**src/rtl/ows_slave_rx.sv**
```systemverilog
`default_nettype none
// ============================================================================
// Module      : ows_slave_rx
// Description : 1-Wire slave receiver front-end. Synchronises DQ, measures
//               low pulses, recognises bus resets and answers them with a
//               timed presence pulse, decodes LSB-first write slots into
//               DATA_WIDTH-bit words and offers them on a one-entry
//               valid/ready output with overrun/abort error pulses.
// Revision    : 1.0 - initial release
// ============================================================================
module ows_slave_rx #(
   parameter int DATA_WIDTH    = 8,
   parameter int CNT_W         = 16,
   parameter int GLITCH_CYC    = 50,
   parameter int SAMPLE_CYC    = 750,
   parameter int RESET_CYC     = 24000,
   parameter int PRES_WAIT_CYC = 1500,
   parameter int PRES_LEN_CYC  = 6000,
   parameter int PRESENCE_EN   = 1
) (
   input  logic                  clk,
   input  logic                  rst_n,
   input  logic                  dq_in,
   output logic                  dq_drive_low,
   output logic [DATA_WIDTH-1:0] rx_data,
   output logic                  rx_valid,
   input  logic                  rx_ready,
   output logic                  bus_reset,
   output logic                  err_abort,
   output logic                  err_overrun,
   output logic [7:0]            word_cnt
);

   localparam int BC_W = $clog2(DATA_WIDTH + 1);

   localparam logic [CNT_W-1:0] c_glitch   = CNT_W'(GLITCH_CYC);
   localparam logic [CNT_W-1:0] c_sample   = CNT_W'(SAMPLE_CYC);
   localparam logic [CNT_W-1:0] c_reset    = CNT_W'(RESET_CYC);
   localparam logic [CNT_W-1:0] c_pw_last  = CNT_W'(PRES_WAIT_CYC - 1);
   localparam logic [CNT_W-1:0] c_pl_last  = CNT_W'(PRES_LEN_CYC - 1);
   localparam logic [BC_W-1:0]  c_last_bit = BC_W'(DATA_WIDTH - 1);

   typedef enum logic [2:0] {
      ST_IDLE       = 3'd0,
      ST_SLOT       = 3'd1,
      ST_RST_HOLD   = 3'd2,
      ST_PRES_WAIT  = 3'd3,
      ST_PRES_DRIVE = 3'd4,
      ST_PRES_REL   = 3'd5
   } state_t;

   state_t                state_q,     state_d;
   logic [1:0]            sync_q,      sync_d;
   logic [CNT_W-1:0]      low_cnt_q,   low_cnt_d;
   logic [CNT_W-1:0]      tmr_q,       tmr_d;
   logic [BC_W-1:0]       bit_cnt_q,   bit_cnt_d;
   logic [DATA_WIDTH-1:0] shift_q,     shift_d;
   logic [DATA_WIDTH-1:0] rx_data_q,   rx_data_d;
   logic                  rx_valid_q,  rx_valid_d;
   logic                  drive_q,     drive_d;
   logic                  bus_reset_q, bus_reset_d;
   logic                  abort_q,     abort_d;
   logic                  overrun_q,   overrun_d;
   logic [7:0]            word_cnt_q,  word_cnt_d;
   logic                  s;
   logic                  bit_val;

   // Synchronised line level: every decision below is taken on this only.
   assign s = sync_q[1];

   // Next-state computation for the slot decoder, presence sequencer and output word register.
   always_comb begin
      state_d     = state_q;
      sync_d      = {sync_q[0], dq_in};
      low_cnt_d   = low_cnt_q;
      tmr_d       = tmr_q;
      bit_cnt_d   = bit_cnt_q;
      shift_d     = shift_q;
      rx_data_d   = rx_data_q;
      rx_valid_d  = rx_valid_q;
      drive_d     = 1'b0;
      bus_reset_d = 1'b0;
      abort_d     = 1'b0;
      overrun_d   = 1'b0;
      word_cnt_d  = word_cnt_q;
      bit_val     = 1'b0;

      // Consumer handshake; a word completing in this cycle overrides it below.
      if (rx_valid_q && rx_ready) begin
         rx_valid_d = 1'b0;
      end

      case (state_q)
         ST_IDLE: begin
            if (!s) begin
               state_d   = ST_SLOT;
               low_cnt_d = CNT_W'(1);
            end
         end

         ST_SLOT: begin
            if (!s) begin
               if (low_cnt_q != c_reset) begin
                  low_cnt_d = low_cnt_q + CNT_W'(1);
               end
               if (low_cnt_d == c_reset) begin
                  state_d     = ST_RST_HOLD;
                  bus_reset_d = 1'b1;
                  abort_d     = (bit_cnt_q != '0);
                  bit_cnt_d   = '0;
                  word_cnt_d  = '0;
               end
            end else begin
               state_d = ST_IDLE;
               // Pulses shorter than the glitch threshold leave the decoder untouched.
               if (low_cnt_q >= c_glitch) begin
                  bit_val = (low_cnt_q < c_sample);
                  shift_d = {bit_val, shift_q[DATA_WIDTH-1:1]};
                  if (bit_cnt_q == c_last_bit) begin
                     bit_cnt_d = '0;
                     if (!rx_valid_q || rx_ready) begin
                        rx_data_d  = shift_d;
                        rx_valid_d = 1'b1;
                        if (word_cnt_q != 8'hFF) begin
                           word_cnt_d = word_cnt_q + 8'd1;
                        end
                     end else begin
                        overrun_d = 1'b1;
                     end
                  end else begin
                     bit_cnt_d = bit_cnt_q + BC_W'(1);
                  end
               end
            end
         end

         ST_RST_HOLD: begin
            if (s) begin
               tmr_d   = '0;
               state_d = (PRESENCE_EN != 0) ? ST_PRES_WAIT : ST_IDLE;
            end
         end

         ST_PRES_WAIT: begin
            if (tmr_q == c_pw_last) begin
               tmr_d   = '0;
               drive_d = 1'b1;
               state_d = ST_PRES_DRIVE;
            end else begin
               tmr_d = tmr_q + CNT_W'(1);
            end
         end

         ST_PRES_DRIVE: begin
            if (tmr_q == c_pl_last) begin
               tmr_d   = '0;
               state_d = ST_PRES_REL;
            end else begin
               tmr_d   = tmr_q + CNT_W'(1);
               drive_d = 1'b1;
            end
         end

         ST_PRES_REL: begin
            // Our own pulse (or another device's) keeps the line low here; only leave once it is high.
            if (s) begin
               state_d = ST_IDLE;
            end
         end

         default: begin
            state_d = ST_IDLE;
         end
      endcase
   end

   // State register with synchronous active-low reset.
   always_ff @(posedge clk) begin
      if (!rst_n) begin
         state_q     <= ST_IDLE;
         sync_q      <= 2'b11;
         low_cnt_q   <= '0;
         tmr_q       <= '0;
         bit_cnt_q   <= '0;
         shift_q     <= '0;
         rx_data_q   <= '0;
         rx_valid_q  <= 1'b0;
         drive_q     <= 1'b0;
         bus_reset_q <= 1'b0;
         abort_q     <= 1'b0;
         overrun_q   <= 1'b0;
         word_cnt_q  <= '0;
      end else begin
         state_q     <= state_d;
         sync_q      <= sync_d;
         low_cnt_q   <= low_cnt_d;
         tmr_q       <= tmr_d;
         bit_cnt_q   <= bit_cnt_d;
         shift_q     <= shift_d;
         rx_data_q   <= rx_data_d;
         rx_valid_q  <= rx_valid_d;
         drive_q     <= drive_d;
         bus_reset_q <= bus_reset_d;
         abort_q     <= abort_d;
         overrun_q   <= overrun_d;
         word_cnt_q  <= word_cnt_d;
      end
   end

   assign dq_drive_low = drive_q;
   assign rx_data      = rx_data_q;
   assign rx_valid     = rx_valid_q;
   assign bus_reset    = bus_reset_q;
   assign err_abort    = abort_q;
   assign err_overrun  = overrun_q;
   assign word_cnt     = word_cnt_q;

endmodule
`default_nettype wire

```
**config.mk**
```make
export PLATFORM = sky130hd
export DESIGN_NAME = ows_slave_rx
export DESIGN_NICKNAME = d
export VERILOG_FILES = /design/src/rtl/ows_slave_rx.sv
export SDC_FILE = /design/constraint.sdc
export NUM_CORES = 1
export LEC_CHECK = 0
export CORE_MARGIN = 2
export CORE_UTILIZATION = 35
export CTS_BUF_LIST = sky130_fd_sc_hd__clkbuf_4 sky130_fd_sc_hd__clkbuf_8
export DETAILED_ROUTE_END_ITERATION = 10
export PLACE_DENSITY = 0.49
export SLEW_MARGIN = 20
export SYNTH_ARGS = -nofsm -noshare
export SYNTH_HDL_FRONTEND = slang
export SYNTH_SLANG_ARGS = --single-unit
```
**constraint.sdc**
```tcl
create_clock -name clk -period 2.9 [get_ports clk]
set_input_delay 0.87 -clock clk [delete_from_list [all_inputs] [get_ports clk]]
set_output_delay 0.87 -clock clk [all_outputs]
set_load 0.05 [all_outputs]
```
==> results <==
- Counting flops with a built-in enable in the synthesized netlist gives 0.
- The maximum number of pins on one net before global-route repair is 55.
- The per-instance average area after synthesis is 8.33 sq um.
- After routing, the total negative slack on setup checks comes to 0 ns.
- The number of setup buffers added after CTS is 0.
- Once detail routing completed, the nets flagged for antenna violations numbered 0.
- The fmax is 367 MHz.
- The classification of the worst setup path is register to register.
- After floorplanning, the core was divided into 38 placement rows.
- The number of nets in the layout is 488.
- The max-slew violation count is 0.
- Counting every net in the synthesized netlist gives 468.
- The largest stage delay on the critical path is 0.63 ns.
- The top fanout value on the critical path is 11.
- The dominant register cell in the synthesized netlist is dfxtp_1.
- After clock tree synthesis, the flow added hold-fix buffers numbering 0.
- The H-tree was split into 3 levels.
- Setup repair after global routing left no endpoint under its margin.
- The total global routing overflow is 0.
- The aggregate global-route resource usage is 16.0%.
- The logic depth of the worst setup path including buffers is 7.
- The die span in x is 108 um.
- The post-synthesis instance total is 457.
- In this run the register-to-register setup slack is 0.17 ns.
- Routability-driven placement finished with a final weighted congestion of 0.840.
- Relative to the synthesized area, the layout overhead comes to 16.6%.
- The slowest cell on the critical path is or4_4.
- The area occupied by multi-input gates is 2250 sq um.
- The worst endpoint data arrival time is 2.98 ns.
- Setup violations remaining at the end of the flow were counted as 0.
- The number of maximum-capacitance constraint violations is 0.
- In this run the count of I/O pins placed on the die edge is 25.
- The kind of launch point of the worst setup path is a register.
- The die is 108 um tall.
- The most numerous cell type found on the critical path is or4_4.
- The number of violations reported at the end of detailed-routing iteration 0 is 179.
- The core region is 10700 sq um.
- The fraction of final layout cells sized beyond drive strength 1 is 9.13%.
- The pre-antenna-repair detailed-routing pass consisted of 4 iterations.
- In this run the static leakage power is 1.62 nW.
- For the pin with the worst max-slew slack, the measured transition is 0.885 ns.
- The routed design has 8510 um of wire.
- The total number of clock tree sinks is 69.
- The die area is 11700 sq um.
- The worst-case clock buffer depth is 2.
- Summing the sequential cell areas from Yosys gives 36.3% of the chip area.
- The reg-to-reg critical path endpoint is word_cnt[0].
- Detailed placement ended at an HPWL of 5940 um.
- The launching element of the worst setup path is low_cnt_q[3].
- Dividing the detail-routed wire length by the instance count gives 13.7 um.
- The number of synthesis warnings is 0.
- The number of different library cells used by synthesis comes to 61.
- Hold is met by 0.408 ns.
- Prior to clock tree synthesis, the placed netlist has a worst setup slack of 0.197 ns.
- The total of fill cells in the finished design is 1136.
- The smallest clock period supported by the final layout is computed as 2.73 ns.
- Clock-pin slew was measured on the worst setup and hold paths at 0.07 ns.
- The initial antenna violation count is 0.
- After detailed routing, the number of remaining DRC violations is 0.
- The post-route standard cell area excluding fillers is 4440 sq um.
- Synthesis inferred 69 register bits.
- The number of failing hold endpoints at the final stage is 0.
- The TritonCTS clock tree is yes.
- 0 antenna diodes ended up in the layout.
- Clock tree synthesis inserted a total of 9 buffers.
- The via count of the first global-routing pass came to 3171.
- The critical path capture point is word_cnt[0].
- The data required time at the worst endpoint is 3.15 ns.
- The first global-routing pass estimated 15000 um of wire.
- At the later pin of the worst-skew pair, clock insertion delay measures 0.35 ns.
- Once the floorplan was initialized, standard cells occupied 35.4% of the core.
- The flow ran to the end, and the final reports show no timing, DRC or antenna violations.
- CTS placed an instance of clkbuf_8 at the clock tree root.
- For this block, the via count after detailed routing is 3243.
- The fraction of registers with async set or reset after synthesis is 0%.
- The total placed instance area is 4200 sq um.
- Measured against its own limit, the worst slew margin works out to 41.0%.
- The total power divided by cell area is 441 nW/um^2.
- Traced cell by cell, the critical path runs through nand4_2, or4_4, a22oi_2, o2111ai_1, or4_4, and3_1, o21a_1.
- In this run the cell area of the synthesized design comes to 3800 sq um.
- The critical path buffer and inverter count is 0.
- Using the TritonRoute via totals, the vias-per-cell ratio works out to 5.21.
- After layout, the worst path uses 94.1% of the clock period.
- Broken down by cell family, the worst path's largest delay share belongs to simple AND/OR/NAND/NOR gates.
- The worst setup path is captured at a register.
- On the final layout, the worst clock skew is 0.00488 ns.
- The count of input and output buffers is 24.
- In this run the critical register-to-register path is launched from low_cnt_q[3].
- The number of cells traversed by the worst register-to-register path is 7.
- The post-CTS resize count is 0.
- The min-delay analysis places its worst path in the category register to register.
- Across the whole layout, storage elements account for 1380 sq um.
- Setup slack closes at 0.172 ns.
- The largest voltage drop on the vdd net is 0.000339 V.
worst reg2reg max path: cells and delay by family (launching register included):
kind               cells  cell delay, ns
AOI/OAI and AO/OA      3            0.43
DFF                    1            0.60
and+or+nand+nor        4            1.61
Yosys cell counts (3+ instances only):
| master | n | area share, % |
|---|---|---|
| dfxtp_1 | 69 | 36 |
| nor2_1 | 44 | 4.3 |
| nand2_1 | 43 | 4.2 |
| nor2b_1 | 23 | 3.8 |
| mux2i_1 | 19 | 5.0 |
| nor3_1 | 19 | 2.5 |
| o21ai_0 | 17 | 2.2 |
| clkbuf_1 | 16 | 1.6 |
| nand3_1 | 16 | 2.1 |
| a21oi_1 | 14 | 1.8 |
| nand4_1 | 14 | 2.3 |
| and3_1 | 13 | 2.1 |
| nand2b_1 | 12 | 2.0 |
| xor2_1 | 12 | 2.8 |
| buf_2 | 9 | 1.2 |
| inv_1 | 9 | 0.89 |
| nor4_1 | 8 | 1.3 |
| o21a_1 | 8 | 1.6 |
| ha_1 | 7 | 2.3 |
| and2_1 | 6 | 0.99 |
| nand3b_1 | 6 | 1.2 |
| xnor2_1 | 6 | 1.4 |
| a21boi_0 | 5 | 0.99 |
| a22oi_1 | 4 | 0.79 |
| a31oi_1 | 4 | 0.66 |
| or3_1 | 4 | 0.66 |
| a2bb2oi_1 | 3 | 0.69 |
| nor4b_1 | 3 | 0.69 |
| nor4bb_1 | 3 | 0.79 |
state kept, by name, indices dropped and copies added, names as in the netlist:
register      flops
bus_reset         1
tmr_q            16
dq_drive_low      1
rx_valid          1
err_abort         1
sync_q            2
state_q           3
low_cnt_q        16
rx_data           8
word_cnt          8
err_overrun       1
shift_q           7
bit_cnt_q         4
power breakdown:
part           total (mW)  internal (mW)  leakage [nW]  switching, mW
clock               0.948          0.568         0.123          0.380
combinational      0.0544         0.0224         0.936         0.0320
sequential          0.953          0.949         0.556        0.00355
cell type report:
type | count | area share [%]
multi-input cells | 350 | 50.8
well taps | 140 | 3.95
clock buffers | 9 | 2.79
flip-flops and latches | 69 | 31.1
repair buffers | 37 | 7.90
inverters | 10 | 0.846
clock inverters | 7 | 2.57
how the worst min path moves through the flow:
stage,start,endpoint,slack [ns],cells past startpoint
after floorplan,sync_q[0],sync_q[1],0.39,1
after global placement,sync_q[0],sync_q[1],0.39,1
after detailed placement,sync_q[0],sync_q[1],0.39,1
after CTS,sync_q[0],sync_q[1],0.41,1
after global routing,sync_q[0],sync_q[1],0.42,1
final,sync_q[0],sync_q[1],0.41,1
layer usage:
metal | wire [um] | vias to the layer above | track usage, %
li1 | - | 1687 | -
met1 | 4210 | 1503 | 21.4
met2 | 3870 | 39 | 25.0
met3 | 246 | 14 | 3.86
met4 | 174 | 0 | 6.14
met5 | 0 | - | 0
logic make-up (layout without fill, tap and decap cells):
logic type | after synthesis | after routing | share of synthesized area (%)
buf+inv | 38 | 63 | 4.44
flops | 69 | 69 | 36.3
fa+ha+maj | 7 | 7 | 2.30
compound gates | 73 | 73 | 13.4
simple gates | 231 | 231 | 33.9
mux | 21 | 21 | 5.59
xor+xnor | 18 | 18 | 4.14
metrics by stage:
stage          total power, mW  std cells  util, %
2_1_floorplan             1.01        457        -
3_3_place_gp              1.03        606     39.1
3_5_place_dp              1.03        606     39.1
4_1_cts                   1.99        622     41.3
5_1_grt                   2.02        622     41.3
6_report                  1.96        622     41.3
layout by cell type, fill, tap and decap left out, drive strengths merged, types with 7 or more instances in the layout:
master,Yosys,routed
nand4,15,15
xor2,12,12
ha,7,7
nor3,19,19
mux2i,19,19
inv,10,10
dfxtp,69,69
and3,13,13
nand2b,12,12
a21oi,14,14
nand2,43,43
nor2,44,44
nor2b,23,23
clkbuf,16,9
clkdlybuf4s50,0,24
buf,12,13
nand3,18,18
o21a,8,8
o21ai,18,18
nor4,9,9
(Power assumes the default switching activity.)
